### src/rtl/digit_serial_pkg.sv
// Shared types and constants for the digit-serial add/sub/accumulate block.
// Also holds the one-bit full adder that the ripple slice is built from.
package digit_serial_pkg;

  localparam int DEF_DW   = 4;
  localparam int DEF_NDIG = 4;

  typedef enum logic [1:0] {
    MODE_ADD = 2'b00,
    MODE_SUB = 2'b01,
    MODE_ACC = 2'b10,
    MODE_CLR = 2'b11
  } mode_e;

  typedef enum logic {
    ST_IDLE = 1'b0,
    ST_BUSY = 1'b1
  } state_e;

  // Returns {carry_out, sum} of a single-bit full adder.
  function automatic logic [1:0] full_add(input logic x, input logic y, input logic c);
    return {(x & y) | (c & (x ^ y)), x ^ y ^ c};
  endfunction

endpackage

### src/rtl/digit_serial_addsub_if.sv
// Digit stream bus: input beat handshake with framing/mode, and the result
// handshake. The master drives operands; the slave returns result digits.
interface digit_serial_addsub_if #(
  parameter int DW = 4
) ();

  logic          in_valid;
  logic          in_ready;
  logic          in_first;
  logic          in_last;
  logic [1:0]    mode;
  logic [DW-1:0] a;
  logic [DW-1:0] b;
  logic          out_valid;
  logic          out_ready;
  logic [DW-1:0] sum;
  logic          out_last;
  logic          out_carry;
  logic          overflow;

  modport master (
    output in_valid, in_first, in_last, mode, a, b, out_ready,
    input  in_ready, out_valid, sum, out_last, out_carry, overflow
  );

  modport slave (
    input  in_valid, in_first, in_last, mode, a, b, out_ready,
    output in_ready, out_valid, sum, out_last, out_carry, overflow
  );

endinterface

### src/rtl/digit_serial_addsub_slice.sv
// Combinational DW-bit ripple adder with carry-in; also exposes the carry
// into the most significant bit so the caller can form signed overflow.
module digit_adder_slice
  import digit_serial_pkg::*;
#(
  parameter int DW = DEF_DW
) (
  input  logic [DW-1:0] x,
  input  logic [DW-1:0] y,
  input  logic          cin,
  output logic [DW-1:0] s,
  output logic          cout,
  output logic          c_msb
);

  // Ripple chain of full adders, LSB to MSB.
  always_comb begin : p_ripple
    logic [DW:0] carry_s;
    logic [1:0]  fa_s;
    carry_s    = {(DW+1){1'b0}};
    carry_s[0] = cin;
    fa_s       = 2'b00;
    s          = {DW{1'b0}};
    for (int i = 0; i < DW; i++) begin
      fa_s           = full_add(x[i], y[i], carry_s[i]);
      s[i]           = fa_s[0];
      carry_s[i + 1] = fa_s[1];
    end
    cout  = carry_s[DW];
    c_msb = carry_s[DW-1];
  end

endmodule

### src/rtl/digit_serial_addsub.sv
// Digit-serial adder/subtractor/accumulator: one DW-bit digit per accepted beat,
// LSD first, carry held between beats, single registered output stage.
module digit_serial_addsub
  import digit_serial_pkg::*;
#(
  parameter int DW   = DEF_DW,
  parameter int NDIG = DEF_NDIG
) (
  input logic                clk,
  input logic                reset,
  digit_serial_addsub_if.slave bus
);

  localparam int IW = (NDIG > 1) ? $clog2(NDIG) : 1;

  state_e        state_r, state_nx;
  mode_e         mode_r, cur_mode_s;
  logic [IW-1:0] idx_r, cur_idx_s;
  logic          carry_r;
  logic [DW-1:0] acc_r [NDIG];

  logic          in_ready_s, accept_s, start_s, last_s, cin_s;
  logic          is_clr_s, cout_eff_s;
  logic [DW-1:0] y_s, s_s, res_s;
  logic          cout_s, c_msb_s;

  logic          out_valid_r, out_last_r, out_carry_r, overflow_r;
  logic [DW-1:0] sum_r;

  assign in_ready_s = !out_valid_r || bus.out_ready;
  assign accept_s   = bus.in_valid && in_ready_s;

  digit_adder_slice #(.DW(DW)) u_slice (
    .x     (bus.a),
    .y     (y_s),
    .cin   (cin_s),
    .s     (s_s),
    .cout  (cout_s),
    .c_msb (c_msb_s)
  );

  // FSM state register.
  always_ff @(posedge clk) begin
    if (reset) begin
      state_r <= ST_IDLE;
    end else begin
      state_r <= state_nx;
    end
  end

  // FSM next state: a last (explicit or forced) beat closes the word.
  always_comb begin
    state_nx = state_r;
    if (accept_s) begin
      if (last_s) begin
        state_nx = ST_IDLE;
      end else begin
        state_nx = ST_BUSY;
      end
    end else begin
      state_nx = state_r;
    end
  end

  // FSM outputs: select mode, digit index, carry-in and second operand for this beat.
  always_comb begin
    start_s = (state_r == ST_IDLE) || bus.in_first;
    if (start_s) begin
      cur_mode_s = mode_e'(bus.mode);
      cur_idx_s  = {IW{1'b0}};
      cin_s      = (mode_e'(bus.mode) == MODE_SUB);
    end else begin
      cur_mode_s = mode_r;
      cur_idx_s  = idx_r;
      cin_s      = carry_r;
    end
    last_s   = bus.in_last || (cur_idx_s == IW'(NDIG - 1));
    is_clr_s = (cur_mode_s == MODE_CLR);
    case (cur_mode_s)
      MODE_ADD: y_s = bus.b;
      MODE_SUB: y_s = ~bus.b;
      MODE_ACC: y_s = acc_r[cur_idx_s];
      MODE_CLR: y_s = {DW{1'b0}};
      default:  y_s = bus.b;
    endcase
    if (is_clr_s) begin
      res_s      = {DW{1'b0}};
      cout_eff_s = 1'b0;
    end else begin
      res_s      = s_s;
      cout_eff_s = cout_s;
    end
  end

  // Per-word context: latched mode, digit index and inter-beat carry.
  always_ff @(posedge clk) begin
    if (reset) begin
      mode_r  <= MODE_ADD;
      idx_r   <= {IW{1'b0}};
      carry_r <= 1'b0;
    end else if (accept_s) begin
      mode_r <= cur_mode_s;
      if (last_s) begin
        idx_r   <= {IW{1'b0}};
        carry_r <= 1'b0;
      end else begin
        idx_r   <= cur_idx_s + IW'(1);
        carry_r <= cout_eff_s;
      end
    end else begin
      mode_r  <= mode_r;
      idx_r   <= idx_r;
      carry_r <= carry_r;
    end
  end

  // Accumulator digits: only the digit addressed by this beat is written.
  always_ff @(posedge clk) begin
    if (reset) begin
      for (int i = 0; i < NDIG; i++) begin
        acc_r[i] <= {DW{1'b0}};
      end
    end else if (accept_s) begin
      case (cur_mode_s)
        MODE_ACC: acc_r[cur_idx_s] <= s_s;
        MODE_CLR: acc_r[cur_idx_s] <= {DW{1'b0}};
        default:  acc_r[cur_idx_s] <= acc_r[cur_idx_s];
      endcase
    end else begin
      acc_r[cur_idx_s] <= acc_r[cur_idx_s];
    end
  end

  // Output register: loads on acceptance, holds while stalled.
  always_ff @(posedge clk) begin
    if (reset) begin
      out_valid_r <= 1'b0;
      sum_r       <= {DW{1'b0}};
      out_last_r  <= 1'b0;
      out_carry_r <= 1'b0;
      overflow_r  <= 1'b0;
    end else if (accept_s) begin
      out_valid_r <= 1'b1;
      sum_r       <= res_s;
      out_last_r  <= last_s;
      out_carry_r <= last_s && cout_eff_s;
      overflow_r  <= last_s && !is_clr_s && (c_msb_s ^ cout_s);
    end else if (bus.out_ready) begin
      out_valid_r <= 1'b0;
    end else begin
      out_valid_r <= out_valid_r;
    end
  end

  assign bus.in_ready  = in_ready_s;
  assign bus.out_valid = out_valid_r;
  assign bus.sum       = sum_r;
  assign bus.out_last  = out_last_r;
  assign bus.out_carry = out_carry_r;
  assign bus.overflow  = overflow_r;

endmodule

### src/flat_wrapper.sv
// flat-port wrapper written by rule: the top's interface ports become plain ports
module digit_serial_addsub_flat import digit_serial_pkg::*;
#(
  parameter int DW   = DEF_DW,
  parameter int NDIG = DEF_NDIG
)
  (clk, reset, bus_in_valid, bus_in_first, bus_in_last, bus_mode, bus_a, bus_b, bus_out_ready, bus_in_ready, bus_out_valid, bus_sum, bus_out_last, bus_out_carry, bus_overflow);
  digit_serial_addsub_if #(.DW(DW)) bus_i ();
  input logic clk;
  input logic reset;
  input wire logic [$bits(bus_i.in_valid)-1:0] bus_in_valid;
  input wire logic [$bits(bus_i.in_first)-1:0] bus_in_first;
  input wire logic [$bits(bus_i.in_last)-1:0] bus_in_last;
  input wire logic [$bits(bus_i.mode)-1:0] bus_mode;
  input wire logic [$bits(bus_i.a)-1:0] bus_a;
  input wire logic [$bits(bus_i.b)-1:0] bus_b;
  input wire logic [$bits(bus_i.out_ready)-1:0] bus_out_ready;
  output wire logic [$bits(bus_i.in_ready)-1:0] bus_in_ready;
  output wire logic [$bits(bus_i.out_valid)-1:0] bus_out_valid;
  output wire logic [$bits(bus_i.sum)-1:0] bus_sum;
  output wire logic [$bits(bus_i.out_last)-1:0] bus_out_last;
  output wire logic [$bits(bus_i.out_carry)-1:0] bus_out_carry;
  output wire logic [$bits(bus_i.overflow)-1:0] bus_overflow;
  assign bus_i.in_valid = bus_in_valid;
  assign bus_i.in_first = bus_in_first;
  assign bus_i.in_last = bus_in_last;
  assign bus_i.mode = bus_mode;
  assign bus_i.a = bus_a;
  assign bus_i.b = bus_b;
  assign bus_i.out_ready = bus_out_ready;
  assign bus_in_ready = bus_i.in_ready;
  assign bus_out_valid = bus_i.out_valid;
  assign bus_sum = bus_i.sum;
  assign bus_out_last = bus_i.out_last;
  assign bus_out_carry = bus_i.out_carry;
  assign bus_overflow = bus_i.overflow;
  digit_serial_addsub #(.DW(DW), .NDIG(NDIG)) u_core (.clk(clk), .reset(reset), .bus(bus_i));
endmodule
### config.mk
export PLATFORM = sky130hd
export DESIGN_NAME = digit_serial_addsub_flat
export DESIGN_NICKNAME = d
export VERILOG_FILES = /design/src/rtl/digit_serial_pkg.sv /design/src/rtl/digit_serial_addsub_if.sv /design/src/rtl/digit_serial_addsub_slice.sv /design/src/rtl/digit_serial_addsub.sv /design/src/flat_wrapper.sv
export SDC_FILE = /design/constraint.sdc
export NUM_CORES = 1
export LEC_CHECK = 0
export CAP_MARGIN = 20
export CORE_MARGIN = 8
export CORE_UTILIZATION = 25
export CTS_CLUSTER_SIZE = 28
export DETAILED_ROUTE_END_ITERATION = 10
export GPL_TIMING_DRIVEN = 0
export PLACE_DENSITY = 0.43
export REMOVE_ABC_BUFFERS = 1
export SETUP_SLACK_MARGIN = 0.2
export SYNTH_ARGS = -nofsm -noshare
export SYNTH_HDL_FRONTEND = slang
export SYNTH_SLANG_ARGS = --single-unit
### constraint.sdc
create_clock -name clk -period 5 [get_ports clk]
set_input_delay 1 -clock clk [delete_from_list [all_inputs] [get_ports clk]]
set_output_delay 1 -clock clk [all_outputs]
set_load 0.01 [all_outputs]
# Word level (Yosys, flattened, before mapping)
# Memories as Yosys holds them, arrays and structs flattened.
# Cells that the tools add are included.
# totals
ff_bits	14
ramBits	16
in_bits	16
wordCells	89
n_memories	1
# op_classes
addsub	1
n_eq_ne	5
mux	34
bitwise_logic	26
reduce_logical	13
# mem_list
memory	words	word_bits	read_ports	rd_clocked_by_memory_dff	write_ports	line_no	text
u_core.acc_r	4	4	1	0	4	digit_serial_addsub.sv:20	logic [DW-1:0] acc_r [NDIG];
# op_table
op	n
1-bit two-way mux	24
4-bit two-way mux	5
4-bit one-hot mux with 4 select lines	1
1-bit XOR	9
1-bit bitwise AND	8
2-bit two-way mux	4
1-bit OR	7
2-bit == test (second input constant)	3
2-bit by 1-bit == test with 1-bit output (second input constant)	2
1-bit logical AND	4
4-bit inverter	1
4-bit OR reduction	1
1-bit logical OR	3
2-bit by 1-bit adder with 2-bit output (second input constant)	1
1-bit logical NOT	2
2-bit logical NOT	1
2-bit nonzero test	1
2-bit OR reduction	1
1-bit inverter	1

# Logic depth before layout (Yosys ltp)
# logic_depth
ltp_word	17
mapped_depth	16
mapped_depth_nobuf	14

# Hierarchy
# From an unflattened synthesis, not the netlist that was laid out.
# unflattened
hier_cells	190
hier_area_um2	1850.5
# by_module_without_submodules
mod	instances	cells_each	area_each_um2	seq_area_each_um2
digit_serial_addsub	1	176	1732.9	760.7
digit_adder_slice	1	14	117.6	0.0

# Least setup slack after synthesis
# Ideal clock, no wire load.
# synth_timing
path_type	input to register
start	in bus_in_first
end	mem u_core.acc_r[0][3], data pin
arrival_ns	3.714
required_time_ns	4.722
path_slack_ns	1.008
cell_stages	13
cell_sequence	nor2b_4 -> buf_6 -> mux2i_1 -> nand2b_1 -> o221ai_1 -> fa_1 -> inv_1 -> fa_1 -> fa_1 -> inv_1 -> fa_1 -> inv_1 -> o32ai_1
# synth_rtl
item	line_no	text
start, declared	flat_wrapper.sv:12	input wire logic [$bits(bus_i.in_first)-1:0] bus_in_first;
end, declared	digit_serial_addsub.sv:20	

==> impl_metrics.toml <==
[die]
die_width_um = 99.68
core_area_um2 = 6794
die_height_um = 99.68
effective_utilization_at_floorplan = 0.2576
top_level_ports = 25
die_area_um2 = 9935
num_rows = 30

[placement]
place_congestion = 0.7088
port_buffers = 24
detailedPlacementHpwl_mm = 3.223
place.detailed.instances = 283

[synth]
synthFlopType = "edfxtp_1"
synth-seq-area-share = 0.4346
syn_avg_cell_area_um2 = 9.889
netlist_area_um2 = 1750
ys_top_cells_by_area = "edfxtp_1 27%, dfxtp_1 16%, o32ai_1 8.0%"
synthDominantAreaCellType = "edfxtp_1"
synth_edf_count = 16
asyncSetResetFlopFracSynth = 0
postSynthCellCount = 177
yosys_register_bits = 30
netlist-cell-type-count = 34
netlist.area_leader.share = 0.2745
ys_warn_count = 0

[layout]
num_antenna_cells = 0
fillers = 731
utilization_of_the_core_after_routing = 0.3260
area_growth_pct = 26.52
footprint_of_the_multi_input_gates_um2 = 880.8
finalNetCount = 219
fin_cells = 295
final_layout_size_suffix_gt1_frac = 0.1055
final-seq-area_um2 = 760.7

[cts]
cts_num_sinks = 30
htree_num_levels = 2
clkLatencyLatePin_ns = 0.29
cts_max_path_buffers = 2
worst_setup_hold_path_clk_slew_ns = 0.07
tritoncts = "built"
number_of_clock_buffers_inserted_by_tritoncts = 5
cts_root_buf = "clkbuf_8"
ctsHoldBuffers = 0

[power]
seqPwrFrac = 0.428
vdd_ir_drop_max_mv = 0.1121
power.share.switching = 0.2795
power_density_nw_per_um2 = 308.0
share_comb_of_total_power = 0.213
switchingPower_mw = 0.1907
power_report.internal_total_mw = 0.4914
static-leakage-power_nw = 0.7603
clock_power_share = 0.360

[critical_path]
worst-endpoint-arrival_ns = 4.62
setup.worst_path.class = "primary input to flip-flop"
endpoint_kind = "flip-flop"
crit_chain = "clkdlybuf4s50_1 -> nor2b_4 -> buf_12 -> mux2i_2 -> nand2b_1 -> o221ai_1 -> fa_1 -> inv_1 -> fa_1 -> fa_1 -> inv_1 -> fa_1 -> inv_1 -> o32ai_1"
cp_top_family = "adder cells"
critical-path-max-stage-delay_ns = 0.54
endpoint = "u_core.acc_r[3][3]$_DFFE_PP_"
worst-endpoint-required_ns = 5.00
ff2ff_setup_slack_ns = 1.15
crit-reg2reg-capture = "u_core.acc_r[3][3]$_DFFE_PP_"
cp_max_fo = 7
crit_path_start_kind = "primary input"
worst_reg_to_reg_path_cell_count = 12
critical-path-slowest-cell = "clkdlybuf4s50_1"
critPathBufInv = 5
path_common_cell = "fa_1"
crit_cells = 14
crit_start = "bus_in_first"
r2r_start = "u_core.idx_r[0]$_SDFFE_PP0P_"

[timing]
fin_crit_ns = 4.620
setup_viol_count_final = 0
grt_setup_unrepaired = "false"
actual_transition_at_the_worst_max_transition_pin_ns = 0.8062
final_period_util = 0.9241
setup_tns_ns = 0
worst_slew_margin_rel = 0.4626
timing.final.hold_violations = 0
final_max_slew_viol_count = 0
final_worst_clock_skew_ns = 0.009388
max_freq_mhz = 216.4

[status]
outcome = "finished, final reports clean"

[global_routing]
total_routing_usage_gr = 0.1041
vias_in_the_first_global_route = 1451
grt.overflow.total = 0
antenna_violations_before_repair = 0
largest_net_degree_at_the_start_of_global_routing = 29
grt_pass1_wl_mm = 8.066

[drt]
finalWirelength_mm = 4.929
initial_drc_count = 107
routed-via-count = 1455
ant_nets = 0
drtPass1Iterations = 4
average_routed_wire_per_standard_cell_um = 16.71
detail_route.drc_violations = 0
routed_via_density = 4.932

[hold_path]
min-delay-path-class = "flip-flop to flip-flop"

[run]
cap_viol_max_count = 0
flip-flops by register name (all words and copies together), names as in the netlist:
signal	count
u_core.idx_r	2
u_core.bus.overflow	1
u_core.acc_r	16
u_core.state_r	1
u_core.bus.out_last	1
u_core.bus.sum	4
u_core.carry_r	1
u_core.bus.out_carry	1
u_core.mode_r	2
u_core.bus.out_valid	1
what timing repair did:
action | 4_1_cts | 5_1_grt
endpoints found under the setup margin | 4 | 4
setup buffers | 0 | 2
gates cloned | 1 | 0
gates resized for setup | 1 | 0
cells by family (layout without fill, tap and decap cells):
| kind of cell | Yosys count | count (layout) | share of synthesized area |
|---|---|---|---|
| buffers and inverters | 27 | 48 | 0.06934 |
| AND/OR/NAND/NOR | 56 | 57 | 0.1644 |
| flip-flops | 30 | 30 | 0.4346 |
| adder cells (fa/ha/maj) | 5 | 5 | 0.05290 |
| XOR/XNOR | 1 | 1 | 0.005004 |
| AO/OA/AOI/OAI | 50 | 50 | 0.2194 |
| multiplexers | 8 | 8 | 0.05432 |
synthesized netlist by cell type, drive strengths merged, types with 4 or more instances:
master	count
a21oi	12
nor2	9
nand2	16
clkbuf	8
mux2i	6
a31oi	5
nand3	13
o32ai	16
a21o	4
buf	6
edfxtp	16
fa	4
o221ai	6
nand2b	6
dfxtp	14
inv	13
nand3b	4
area by class of cell:
type                    count  share of cell area
multi-input cells         121              0.3977
repair buffers             27              0.1333
clock inverters             3             0.01808
inverters                  13             0.02203
well taps                  96             0.05424
clock buffers               5             0.03107
flip-flops and latches     30              0.3435
worst min-delay path by stage:
stage,start,endpoint,slack (ns),depth (start not counted)
after floorplan,u_core.carry_r$_SDFFE_PP0P_,u_core.carry_r$_SDFFE_PP0P_,0.43,2
after global placement,u_core.bus.sum[3]$_SDFFE_PP0P_,u_core.bus.sum[3]$_SDFFE_PP0P_,0.44,2
after detailed placement,u_core.carry_r$_SDFFE_PP0P_,u_core.carry_r$_SDFFE_PP0P_,0.44,2
after CTS,u_core.carry_r$_SDFFE_PP0P_,u_core.carry_r$_SDFFE_PP0P_,0.46,2
after global routing,u_core.carry_r$_SDFFE_PP0P_,u_core.carry_r$_SDFFE_PP0P_,0.47,2
final,u_core.bus.sum[0]$_SDFFE_PP0P_,u_core.bus.sum[0]$_SDFFE_PP0P_,0.45,2
power by group through the flow:
stage | Sequential, mW | Combinational (mW) | Clock [mW]
6_report | 0.292 | 0.145 | 0.245
2_1_floorplan | 0.297 | 0.0812 | 0
3_3_place_gp | 0.296 | 0.140 | 0
3_5_place_dp | 0.297 | 0.138 | 0
5_1_grt | 0.294 | 0.159 | 0.260
4_1_cts | 0.292 | 0.141 | 0.250
worst min-delay path, stage by stage (launching register included):
cell and delay [ns]:
dfxtp_1 0.31, nand2_1 0.05, a21oi_1 0.05
layout by cell type, fill, tap and decap left out, types with 5 or more instances in the layout:
cell             instances
a21oi_1                 12
clkbuf_8                 5
clkdlybuf4s50_1         24
dfxtp_1                 14
edfxtp_1                16
inv_1                   13
nand2_1                 16
nand2b_1                 6
nand3_1                 13
nor2_1                   9
o221ai_1                 6
o32ai_1                 16
through the flow:
stage | setup slack (ns) | power (mW) | instance area [um^2] | hold WS [ns]
2_1_floorplan | 0.8753 | 0.3780 | 1678 | 0.4260
3_3_place_gp | -0.2808 | 0.4362 | 2038 | 0.4432
3_5_place_dp | -0.2451 | 0.4350 | 2038 | 0.4449
4_1_cts | 0.2191 | 0.6834 | 2160 | 0.4557
5_1_grt | 0.2219 | 0.7134 | 2215 | 0.4701
6_report | 0.3797 | 0.6821 | 2215 | 0.4516
per-layer routing:
layer | global-route usage | vias up | routed length, um
li1 | - | 708 | -
met1 | 0.1393 | 714 | 2451
met2 | 0.1550 | 28 | 2233
met3 | 0.03212 | 5 | 189
met4 | 0.03143 | 0 | 55
met5 | 0 | - | 0
No activity file was read; power rests on OpenSTA's default activity.
